[config.mk]
export PLATFORM = sky130hd
export DESIGN_NAME = mole_game_ctrl
export DESIGN_NICKNAME = d
export VERILOG_FILES = /design/src/rtl/mole_game_ctrl.sv
export SDC_FILE = /design/constraint.sdc
export NUM_CORES = 1
export LEC_CHECK = 0
export ABC_CLOCK_PERIOD_IN_PS = 6200
export BUFFER_PORTS_ARGS = -buffer_cell sky130_fd_sc_hd__buf_2
export CORE_MARGIN = 1.5
export CORE_UTILIZATION = 40
export CTS_BUF_LIST = sky130_fd_sc_hd__clkbuf_8
export DETAILED_ROUTE_END_ITERATION = 7
export PLACE_DENSITY = 0.55
export RECOVER_POWER = 25
export SLEW_MARGIN = 20
export SYNTH_ARGS = -nofsm -noshare
export SYNTH_HDL_FRONTEND = slang
export SYNTH_SLANG_ARGS = --single-unit
[constraint.sdc]
create_clock -name clk -period 6.2 [get_ports clk]
set_clock_uncertainty 0.1 [all_clocks]
set_input_delay 0.31 -clock clk [delete_from_list [all_inputs] [get_ports clk]]
set_output_delay 0.31 -clock clk [all_outputs]
set_load 0.03 [all_outputs]
[src/rtl/mole_game_ctrl.sv]
// Whack-a-mole game controller.
// Shows a mole on one of eight LEDs. A keypad hit on the matching key scores a
// point. Each round ends with a hit or miss feedback phase. After ROUNDS rounds
// the game parks in DONE until the next start pulse.
module mole_game_ctrl #(
    parameter int TICK_DIV    = 100000,
    parameter int SHOW_MS     = 1000,
    parameter int FEEDBACK_MS = 200,
    parameter int ROUNDS      = 16
) (
    input  logic       clk,
    input  logic       rst_n,
    input  logic       start,
    input  logic       key_valid,
    input  logic [4:0] key_code,
    output logic [7:0] led,
    output logic       buzzer,
    output logic [4:0] score,
    output logic [4:0] round,
    output logic       busy,
    output logic       done
);

    localparam int PW   = (TICK_DIV > 1) ? $clog2(TICK_DIV) : 1;
    localparam int TMAX = (SHOW_MS > FEEDBACK_MS) ? SHOW_MS : FEEDBACK_MS;
    localparam int TW   = (TMAX > 1) ? $clog2(TMAX) : 1;

    localparam logic [PW-1:0] PRESC_LAST = PW'(TICK_DIV - 1);
    localparam logic [TW-1:0] SHOW_LAST  = TW'(SHOW_MS - 1);
    localparam logic [TW-1:0] FB_LAST    = TW'(FEEDBACK_MS - 1);
    localparam logic [4:0]    ROUNDS_V   = 5'(ROUNDS);

    typedef enum logic [2:0] {
        IDLE = 3'd0,
        SHOW = 3'd1,
        HIT  = 3'd2,
        MISS = 3'd3,
        DONE = 3'd4
    } state_t;

    state_t        state;
    logic [PW-1:0] presc;
    logic [TW-1:0] tick;
    logic [7:0]    lfsr;
    logic [2:0]    target;

    logic          tick_wrap;
    logic          show_end;
    logic          fb_end;
    logic [2:0]    next_target;
    logic [7:0]    next_show_led;
    logic          key_hit;
    logic          key_miss;
    logic [4:0]    score_inc;
    logic [4:0]    round_inc;

    // Timer expiries are taken from the last cycle of the last tick. This makes
    // the dwell equal to ticks*TICK_DIV cycles exactly.
    assign tick_wrap = (presc == PRESC_LAST);
    assign show_end  = tick_wrap && (tick == SHOW_LAST);
    assign fb_end    = tick_wrap && (tick == FB_LAST);

    // The new target is bumped by one when the LFSR would repeat the previous mole.
    assign next_target   = (lfsr[2:0] == target) ? (lfsr[2:0] + 3'd1) : lfsr[2:0];
    assign next_show_led = 8'd1 << next_target;

    // Only keys 0..7 can cause a miss. Keys 8..15 and "no key" (16) are ignored.
    assign key_hit  = key_valid && (key_code == {2'b00, target});
    assign key_miss = key_valid && (key_code[4:3] == 2'b00) && !key_hit;

    // Counters saturate at ROUNDS rather than wrapping.
    assign score_inc = (score >= ROUNDS_V) ? score : score + 5'd1;
    assign round_inc = (round >= ROUNDS_V) ? round : round + 5'd1;

    // Free-running 8-bit Fibonacci LFSR (taps 8,6,5,4) used as the target source
    always_ff @(posedge clk or negedge rst_n) begin
        if (!rst_n) begin
            lfsr <= 8'hA5;
        end else begin
            lfsr <= {lfsr[6:0], lfsr[7] ^ lfsr[5] ^ lfsr[4] ^ lfsr[3]};
        end
    end

    // Game FSM with timers and registered outputs. Every transition clears the timers.
    always_ff @(posedge clk or negedge rst_n) begin
        if (!rst_n) begin
            state  <= IDLE;
            presc  <= '0;
            tick   <= '0;
            target <= 3'd0;
            led    <= 8'h00;
            buzzer <= 1'b0;
            score  <= 5'd0;
            round  <= 5'd0;
            busy   <= 1'b0;
            done   <= 1'b0;
        end else begin
            if (tick_wrap) begin
                presc <= '0;
                tick  <= tick + 1'b1;
            end else begin
                presc <= presc + 1'b1;
            end

            case (state)
                IDLE: begin
                    presc  <= '0;
                    tick   <= '0;
                    led    <= 8'h00;
                    buzzer <= 1'b0;
                    busy   <= 1'b0;
                    done   <= 1'b0;
                    if (start) begin
                        state  <= SHOW;
                        score  <= 5'd0;
                        round  <= 5'd0;
                        target <= next_target;
                        led    <= next_show_led;
                        busy   <= 1'b1;
                    end
                end

                SHOW: begin
                    // A matching key wins over a coincident window expiry.
                    if (key_hit) begin
                        state  <= HIT;
                        score  <= score_inc;
                        led    <= 8'hFF;
                        buzzer <= 1'b1;
                        presc  <= '0;
                        tick   <= '0;
                    end else if (key_miss || show_end) begin
                        state  <= MISS;
                        led    <= 8'h00;
                        buzzer <= 1'b0;
                        presc  <= '0;
                        tick   <= '0;
                    end
                end

                HIT, MISS: begin
                    if (fb_end) begin
                        round  <= round_inc;
                        buzzer <= 1'b0;
                        presc  <= '0;
                        tick   <= '0;
                        if (round_inc == ROUNDS_V) begin
                            state <= DONE;
                            busy  <= 1'b0;
                            done  <= 1'b1;
                            led   <= (score == ROUNDS_V) ? 8'hFF : 8'h00;
                        end else begin
                            state  <= SHOW;
                            target <= next_target;
                            led    <= next_show_led;
                        end
                    end
                end

                DONE: begin
                    presc <= '0;
                    tick  <= '0;
                    if (start) begin
                        state  <= SHOW;
                        score  <= 5'd0;
                        round  <= 5'd0;
                        target <= next_target;
                        led    <= next_show_led;
                        busy   <= 1'b1;
                        done   <= 1'b0;
                    end
                end

                default: begin
                    state  <= IDLE;
                    led    <= 8'h00;
                    buzzer <= 1'b0;
                    busy   <= 1'b0;
                    done   <= 1'b0;
                end
            endcase
        end
    end

endmodule

==> reports/metrics.yaml, run 1 <==
pin_count: 30
cts_tree: "done"
status: "finished with violations"
crit_path_max_incr_delay_ps: 2280
post_cts_buffers: 0
seq_power_share: 0.403
syn_to_final_growth_pct: 14.6
fin_setup_tns_ps: 0
die-area_um2: 9040
antenna_left: 0
period_minus_slack_ps: 3090
synth_fp_nets: 365
drtIter0Drc: 51
worst_hold_slack_ps: 239
yosys-top-cells-area: "dfrtp_1, xnor2_1, nor2_1, xor2_1, dfstp_2"
crit_type: "input port to async pin"
holdPathEnd: "score[0]"
clk_latency_ps: 340
syn_inst: 349
ys_ff_latch: 62
hold_buffers: 0
pwr-share-clk: 0.375
netlist_area_um2: 3390
fmax_mhz: 324
ys_top_cells_by_count: "dfrtp_1, nor2_1, nand2_1"
grt_max_degree: 63
yosysTopAreaCell: "dfrtp_1"
grt-ovfl-total: 0
start_kind: "input port"
cp_slowest_cell: "clkbuf_1"
slew_viol_final: 63
drc: 0
crit_family: "buffers and inverters"
initial_core_util: 0.413
clk_path_buf_depth: 2
p_per_area_nw_per_um2: 329
yosys.cell_count.top_type: "dfrtp_1"
ys_seq_area_frac: 0.459
finalSetupViolCount: 0
coreArea_um2: 8220
drv_cap: 1
numClockSinks: 62
cts_root_buf: "clkbuf_8"
drive_gt1_frac: 0.174
htreeDepth: 3
grt_pass1_wl_um: 12100
gp_congestion: 0.824
power.internal_uw: 879
synthDistinctLibCells: 55
p_leak_uw: 0.00181
rows: 33
antenna_found_initial: 0
cts_inserted_buffers: 9
failed_checks: "max-capacitance violations, max-slew violations"
arrival_ps: 2700
required_ps: 5820
endpoint_kind: "async pin"
fp.dieW_um: 95.1
relSlewSlack: -1.17
hp-start: "start"
cts_resized: 0
p_comb_frac: 0.222
grt_pass1_vias: 2505
diodes: 0
p_sw_uw: 402
p_sw_frac: 0.314
cp_cell_sequence: "buf_2 > clkbuf_1"
die_height_um: 95.1
synthFlopType: "dfrtp_1"
vdd_ir_drop_max_mv: 0.121
rsz0062_at_grt: "no"
first_pass_iters: 4
hold_class: "input port to register"
hold_violations: 0
async_flop_share: 1.00
nets: 395
final_min_period_over_clock_period: 0.498
min_path_cells: 4
ys_warn_count: 0
tightest_slew_ps: 3250
wl_per_cell_um: 14.4
hpwl_um: 4970
avgSynthCellArea_um2: 9.72
reg2reg_from: "round[0]"
grt_use_total: 0.173
r2r_slack_ps: 3320
synth-edff-count: 0
vias: 2608
path_clk_slew_ps: 80
cp_max_fo: 62
r2r_end: "target[0]"
yosysTopAreaCellShare: 0.428
viasPerCell: 5.33
routed_wl_um: 7040
cp_num_buf_inv: 2
port_buffers: 29
ff2ff_path_depth: 7
==> layout make-up <==
| class | instances | area (µm²) |
|---|---|---|
| clock buffers | 10 | 138 |
| clock inverters | 6 | 133 |
| fillers | 787 | 4330 |
| inverters | 15 | 56.3 |
| multi-input cells | 261 | 1720 |
| flip-flops and latches | 62 | 1560 |
| well taps | 105 | 131 |
| repair buffers | 30 | 149 |
==> per-layer routing <==
metal / global-route usage / routed length, µm
met1: 0.244 / 3610
met2: 0.259 / 3140
met3: 0.0319 / 205
met4: 0.0697 / 94
met5: 0 / 0
==> placed cells by master (no fill, tap or decap), types with 7 or more instances in the layout <==
master    count
a21oi_1      13
mux2i_1       7
nor2_1       44
nand2_1      23
inv_1        15
clkbuf_8     10
o31ai_1       8
dfrtp_1      58
a31oi_1       7
nor3_1        7
nand3_1      20
o21ai_0      11
buf_2        29
xor2_1       17
ha_1          7
and3_1        8
xnor2_1      19
==> how the worst max path moves through the flow <==
stage	start	depth (start not counted)	end
finish	rst_n	2	round[0]
CTS	round[0]	7	target[0]
detailed placement	round[0]	7	target[0]
global placement	round[0]	7	target[0]
floorplan	round[0]	7	target[0]
global route	rst_n	2	presc[4]
==> state kept, by name, indices dropped and copies added, names as in the netlist <==
name / flops
busy: 1
buzzer: 1
done: 1
led: 8
lfsr: 8
presc: 17
round: 5
score: 5
state: 3
target: 3
tick: 10
==> power by group through the flow <==
stage,combinational (µW),clock (µW),sequential [µW]
after detailed placement,285,0,522
final,285,480,515
after global placement,283,0,522
after CTS,288,491,515
after floorplan,193,0,540
after global routing,317,513,523
==> logic make-up after synthesis <==
family | synth area share
buf+inv | 0.0332
flops | 0.459
mux | 0.0483
fa+ha+maj | 0.0258
simple gates | 0.219
xor+xnor | 0.0929
compound gates | 0.122
==> through the flow <==
stage	total power (µW)	worst slack (ps)	area [µm²]	utilization	instances
CTS	1290	3320	3890	0.474	489
detailed placement	807	3320	3620	0.441	473
global placement	805	3440	3620	0.441	473
finish	1280	3110	3890	0.473	489
global route	1350	2310	3890	0.473	489
floorplan	733	3370	3390	-	349
Power figures use the tool's default switching activity.
==> run 2, diff against run 1 <==
--- a/config.mk
+++ b/config.mk
@@ -5,7 +5,7 @@
 export SDC_FILE = /design/constraint.sdc
 export NUM_CORES = 1
 export LEC_CHECK = 0
-export ABC_CLOCK_PERIOD_IN_PS = 6200
+export ABC_CLOCK_PERIOD_IN_PS = 3200
 export BUFFER_PORTS_ARGS = -buffer_cell sky130_fd_sc_hd__buf_2
 export CORE_MARGIN = 1.5
 export CORE_UTILIZATION = 40
==> constraint.sdc (replaced) <==
create_clock -name clk -period 3.2 [get_ports clk]
set_clock_uncertainty 0.1 [all_clocks]
set_input_delay 0.16 -clock clk [delete_from_list [all_inputs] [get_ports clk]]
set_output_delay 0.16 -clock clk [all_outputs]
set_load 0.03 [all_outputs]
==> reports/metrics.yaml, run 2 (same netlist as run 1, synthesis figures left out) <==
status: "finished with violations"  # unchanged
failed_checks: "max-capacitance violations, max-slew violations"  # unchanged
wl_per_cell_um: 14.4  # about the same
crit_type: "register to register"  # was input port to async pin
first_pass_iters: 4  # unchanged
hpwl_um: 5040  # was 4970 µm
p_leak_uw: 0.00181  # about the same
start_kind: "register"  # was input port
cp_max_fo: 9  # was 62
grt-ovfl-total: 0  # unchanged
drive_gt1_frac: 0.168  # was 0.174
fp.dieW_um: 95.1  # unchanged
hold_class: "input port to register"  # unchanged
grt_pass1_wl_um: 11700  # was 12100 µm
routed_wl_um: 7060  # was 7040 µm
multi_input_area_um2: 1720  # unchanged
rsz0062_at_grt: "no"  # unchanged
final_min_period_over_clock_period: 0.903
ff2ff_path_depth: 7  # unchanged
p_total_uw: 2310  # was 1280 µW
cts_inserted_buffers: 9  # unchanged
clk_path_buf_depth: 2  # unchanged
p_per_area_nw_per_um2: 596  # was 329 nW/µm²
postPlaceCellArea_um2: 3640  # was 3620 µm²
die-area_um2: 9040  # unchanged
mostFrequentLayoutCell: "dfrtp_1"  # unchanged
rows: 33  # unchanged
antenna_found_initial: 0  # unchanged
pin_count: 30  # unchanged
grt_pass1_vias: 2428  # was 2505
die_height_um: 95.1  # unchanged
period_minus_slack_ps: 2890
syn_to_final_growth_pct: 13.9  # was 14.6%
tightest_slew_ps: 1790  # was 3250 ps
worst_slack_ps: 311  # was 3110 ps
coreArea_um2: 8220  # unchanged
cts_root_buf: "clkbuf_8"  # unchanged
vias: 2577  # was 2608
drtIter0Drc: 114  # was 51
drv_cap: 1  # unchanged
arrival_ps: 3020  # was 2700 ps
layout_common_cells: "dfrtp_1, nor2_1, buf_2, nand2_1, nand3_1"  # unchanged
r2r_end: "target[0]"  # unchanged
reg2reg_from: "round[0]"  # unchanged
dr.max_layer_used: "met4"  # unchanged
cts_tree: "done"  # unchanged
largest_register: "presc"  # unchanged
post_cts_buffers: 0  # unchanged
cts_resized: 0  # unchanged
fmax_mhz: 346
min_path_cells: 4  # unchanged
vdd_ir_drop_max_mv: 0.298  # was 0.121 mV
hp-start: "start"  # unchanged
antenna_left: 0  # unchanged
path_clk_slew_ps: 70  # was 80 ps
wl_met1_um: 3660  # was 3610 µm
finalSetupViolCount: 0  # unchanged
fin_setup_tns_ps: 0  # unchanged
holdPathEnd: "score[0]"  # unchanged
hold_violations: 0  # unchanged
slew_viol_final: 30  # was 63
viasPerCell: 5.25  # was 5.33
port_buffers: 29  # unchanged
seqCellArea_um2: 1560  # unchanged
gp_congestion: 0.869  # was 0.824
endpoint_kind: "register"  # was async pin
largest_reg_flops: 17  # unchanged
initial_core_util: 0.413  # unchanged
numClockSinks: 62  # unchanged
diodes: 0  # unchanged
drc: 0  # unchanged
clk_latency_ps: 340  # about the same
postLayoutCellArea_um2: 3860  # was 3890 µm²
met2_length_um: 3140  # about the same
grt_max_degree: 34  # was 63
htreeDepth: 3  # unchanged
r2r_slack_ps: 310  # was 3320 ps
fill_cells: 788  # was 787
relSlewSlack: -0.195  # was -1.17
pre_cts_ws_ps: 326  # was 3320 ps
dr_wl_met3_um: 165  # was 205 µm
nets: 397  # was 395
required_ps: 3330  # was 5820 ps
reg_top3: "presc (17), tick (10)"  # unchanged
grt_use_total: 0.171  # was 0.173
==> run 2: critical path: stages, from the launching register on <==
cell and delay (ps):
dfrtp_1 470, inv_1 80, ha_1 320, or4b_2 630, a21oi_1 180, o21ai_2 160
a21oi_1 450, mux2_2 390
==> run 2: worst max-delay path by stage <==
| stage | slack [ps] | endpoint | start |
|---|---|---|---|
| 2_1_floorplan | 370 | target[0] | round[0] |
| 3_3_place_gp | 430 | target[0] | round[0] |
| 3_5_place_dp | 330 | target[0] | round[0] |
| 4_1_cts | 320 | target[0] | round[0] |
| 5_1_grt | 150 | target[2] | round[0] |
| 6_report | 310 | target[0] | round[0] |
==> run 2: layer usage <==
metal,track usage,up-vias
met4,0.0821,0
met2,0.248,30
met5,0,-
met3,0.0383,7
met1,0.241,1243
li1,-,1297
==> run 2: area by class of cell <==
type	count	area share
multi-input cells	261	0.446
flip-flops and latches	62	0.403
repair buffers	32	0.0469
clock buffers	10	0.0356
well taps	105	0.0340
clock inverters	6	0.0201
inverters	15	0.0146
==> run 2: stage by stage <==
stage,cells,hold slack [ps],util
global route,491,121,0.470
global placement,474,168,0.443
floorplan,349,-236,-
CTS,491,84.3,0.471
finish,491,93.3,0.470
detailed placement,474,166,0.443
==> run 2: timing repair <==
action,CTS,global route
setup endpoints to repair,0,0
endpoints found under the hold margin,29,0
hold buffers,1,0
==> run 2: power by group <==
part           leakage (µW)  internal [µW]  switching [µW]
Clock              0.000119            451             301
Combinational      0.000878            212             338
Sequential         0.000818            877             126
==> run 3, diff against run 2 <==
--- a/config.mk
+++ b/config.mk
@@ -5,6 +5,7 @@
 export SDC_FILE = /design/constraint.sdc
 export NUM_CORES = 1
 export LEC_CHECK = 0
+export ABC_AREA = 1
 export ABC_CLOCK_PERIOD_IN_PS = 3200
 export BUFFER_PORTS_ARGS = -buffer_cell sky130_fd_sc_hd__buf_2
 export CORE_MARGIN = 1.5
==> reports/metrics.yaml, run 3 <==
status: "complete, no violations"  # was finished with violations
endpoint_kind: "register"  # unchanged
hpwl_um: 5670  # was 5040 µm
finalSetupViolCount: 0  # unchanged
synthFlopType: "dfrtp_1"  # unchanged
largest_register: "presc"  # unchanged
reg_top3: "presc (17), tick (10)"  # unchanged
stdcell_count: 642  # was 491
p_per_area_nw_per_um2: 679  # was 596 nW/µm²
period_minus_slack_ps: 2390  # was 2890 ps
seq_power_share: 0.373  # was 0.435
tightest_slew_ps: 1240  # was 1790 ps
synth_fp_nets: 504  # was 365
die-area_um2: 9520  # was 9040 µm²
arrival_ps: 2500  # was 3020 ps
numClockSinks: 62  # unchanged
p_comb_frac: 0.343  # was 0.239
ys_warn_count: 0  # unchanged
hp-start: "start"  # unchanged
rows: 34  # was 33
cp_max_fo: 13  # was 9
clk_path_buf_depth: 2  # unchanged
vdd_ir_drop_max_mv: 0.280  # was 0.298 mV
dp.cells: 625  # was 474
cts_inserted_buffers: 9  # unchanged
nets: 545  # was 397
cts_resized: 0  # unchanged
layout_common_cells: "nand2_1, inv_1, dfrtp_1, nor2_1, nand3_1"  # was dfrtp_1, nor2_1, buf_2, nand2_1, nand3_1
htreeDepth: 3  # unchanged
yosysTopAreaCell: "dfrtp_1"  # unchanged
drive_gt1_frac: 0.0955  # was 0.168
syn_inst: 488  # was 349
crit_type: "register to register"  # unchanged
grt_max_degree: 40  # was 34
pin_count: 30  # unchanged
coreArea_um2: 8680  # was 8220 µm²
drc: 0  # unchanged
ys_seq_area_frac: 0.435  # was 0.459
final_util: 0.471  # was 0.470
path_clk_slew_ps: 80  # was 70 ps
synth-edff-count: 0  # unchanged
ys_top_cells_by_count: "nand2_1, inv_1, dfrtp_1"  # was dfrtp_1, nor2_1, nand2_1
p_sw_frac: 0.400  # was 0.332
async_flop_share: 1.00  # unchanged
reg2reg_from: "presc[0]"  # was round[0]
fmax_mhz: 419  # was 346 MHz
vias: 3156  # was 2577
grt_pass1_wl_um: 13900  # was 11700 µm
power.internal_uw: 1670  # was 1540 µW
drtIter0Drc: 101  # was 114
hold_violations: 0  # unchanged
final_min_period_over_clock_period: 0.746  # was 0.903
min_path_cells: 3  # was 4
port_buffers: 29  # unchanged
slew_viol_final: 0  # was 30
avgSynthCellArea_um2: 7.33  # was 9.72 µm²
fill_cells: 897  # was 788
netlist_area_um2: 3580  # was 3390 µm²
hold_class: "input port to register"  # unchanged
wl_per_cell_um: 12.0  # was 14.4 µm
pwr-share-clk: 0.284  # was 0.326
diodes: 0  # unchanged
grt-ovfl-total: 0  # unchanged
required_ps: 3310  # was 3330 ps
mostFrequentLayoutCell: "nand2_1"  # was dfrtp_1
rsz0062_at_grt: "no"  # unchanged
p_leak_uw: 0.00221  # was 0.00181 µW
p_sw_uw: 1110  # was 764 µW
cts_root_buf: "clkbuf_8"  # unchanged
initial_core_util: 0.412  # was 0.413
antenna_left: 0  # unchanged
r2r_end: "presc[0]"  # was target[0]
postPlaceCellArea_um2: 3860  # was 3640 µm²
routed_wl_um: 7710  # was 7060 µm
largest_reg_flops: 17  # unchanged
worst_hold_slack_ps: 87.0  # was 93.3 ps
die_height_um: 97.6  # was 95.1 µm
yosys-top-cells-area: "dfrtp_1, nand2_1, inv_1, nand3_1, nor2_1"  # was dfrtp_1, xnor2_1, nor2_1, xor2_1, dfstp_2
viasPerCell: 4.92  # was 5.25
clk_latency_ps: 340  # about the same
fp.dieW_um: 97.6  # was 95.1 µm
drv_cap: 0  # was 1
synthDistinctLibCells: 28  # was 55
grt_use_total: 0.177  # was 0.171
antenna_found_initial: 0  # unchanged
gp_congestion: 0.841  # was 0.869
grt_pass1_vias: 3054  # was 2428
r2r_slack_ps: 810  # was 310 ps
start_kind: "register"  # unchanged
yosysTopAreaCellShare: 0.406  # was 0.428
ff2ff_path_depth: 10  # was 7
relSlewSlack: 0.171  # was -0.195
syn_to_final_growth_pct: 14.3  # was 13.9%
fin_setup_tns_ps: 0  # unchanged
cts_tree: "done"  # unchanged
first_pass_iters: 6  # was 4
postLayoutCellArea_um2: 4090  # was 3860 µm²
ys_ff_latch: 62  # unchanged
yosys.cell_count.top_type: "nand2_1"  # was dfrtp_1
holdPathEnd: "busy"  # was score[0]
==> run 3: cell count changes after synthesis, sizes merged, moves of 8 or more <==
cell,delta
xnor2,-12
inv,+58
o21ai,+9
nor2,+8
a21oi,-11
o31ai,-8
clkbuf,-9
nand4,+16
nand3,+24
nand2,+130
==> run 3: power by group through the flow <==
stage / logic, µW / clock network (µW) / registers, µW
after floorplan: 579 / 0 / 1160
after global placement: 950 / 0 / 1040
after detailed placement: 963 / 0 / 1050
after CTS: 967 / 803 / 1040
after global routing: 1090 / 832 / 1060
final: 952 / 788 / 1040
==> run 3: final cells by class <==
cell class,instances,area (µm²),area share
Tap cell,108,135,0.0331
Inverter,76,287,0.0701
Clock buffer,11,151,0.0370
Multi-Input combinational cell,349,1730,0.423
Timing Repair Buffer,31,155,0.0380
Clock inverter,5,73.8,0.0181
Sequential cell,62,1560,0.381
==> run 3: how the worst max path moves through the flow <==
stage	slack (ps)	startpoint	endpoint
global placement	890	presc[0]	presc[0]
global route	470	presc[0]	presc[0]
CTS	780	presc[0]	presc[0]
floorplan	1160	round[0]	led[4]
detailed placement	780	presc[0]	presc[14]
finish	810	presc[0]	presc[0]
==> run 3: per-layer routing <==
| metal | part of all wire | vias up | GRT usage | routed length (µm) |
|---|---|---|---|---|
| met5 | 0 | - | 0 | 0 |
| met4 | 0.0091 | 0 | 0.0703 | 70 |
| met3 | 0.033 | 6 | 0.0338 | 256 |
| li1 | - | 1624 | - | - |
| met1 | 0.52 | 1467 | 0.247 | 3990 |
| met2 | 0.44 | 59 | 0.272 | 3400 |
==> run 3: repair_timing <==
item / 4_1_cts / 5_1_grt
endpoints found under the hold margin: 19 / 0
hold buffers: 1 / 0
buffers inserted: 0 / 0
setup endpoints to repair: 0 / 0
==> run 3: worst max-delay path: stages (launching register included) <==
cell,delay (ps)
dfrtp_1,360
ha_1,170
nand2_1,50
inv_1,60
nand2_1,80
nor2_1,210
nand2_1,180
o21ai_4,240
nand3_1,430
nand2_1,320
nor2_1,60
==> run 3: metrics by stage <==
step / setup WS, ps / total power (µW)
6_report: 811 / 2780
5_1_grt: 472 / 2980
4_1_cts: 784 / 2810
3_5_place_dp: 781 / 2010
3_3_place_gp: 885 / 1990
2_1_floorplan: 1160 / 1740
==> run 3: logic make-up (layout without fill, tap and decap cells) <==
| group | count (synthesis) | in the layout | share of synthesized area |
|---|---|---|---|
| AO/OA/AOI/OAI | 27 | 27 | 0.0458 |
| flip-flops | 62 | 62 | 0.435 |
| XOR/XNOR | 24 | 24 | 0.0588 |
| AND/OR/NAND/NOR | 291 | 291 | 0.354 |
| buffers and inverters | 77 | 123 | 0.0815 |
| adder cells (fa/ha/maj) | 7 | 7 | 0.0245 |
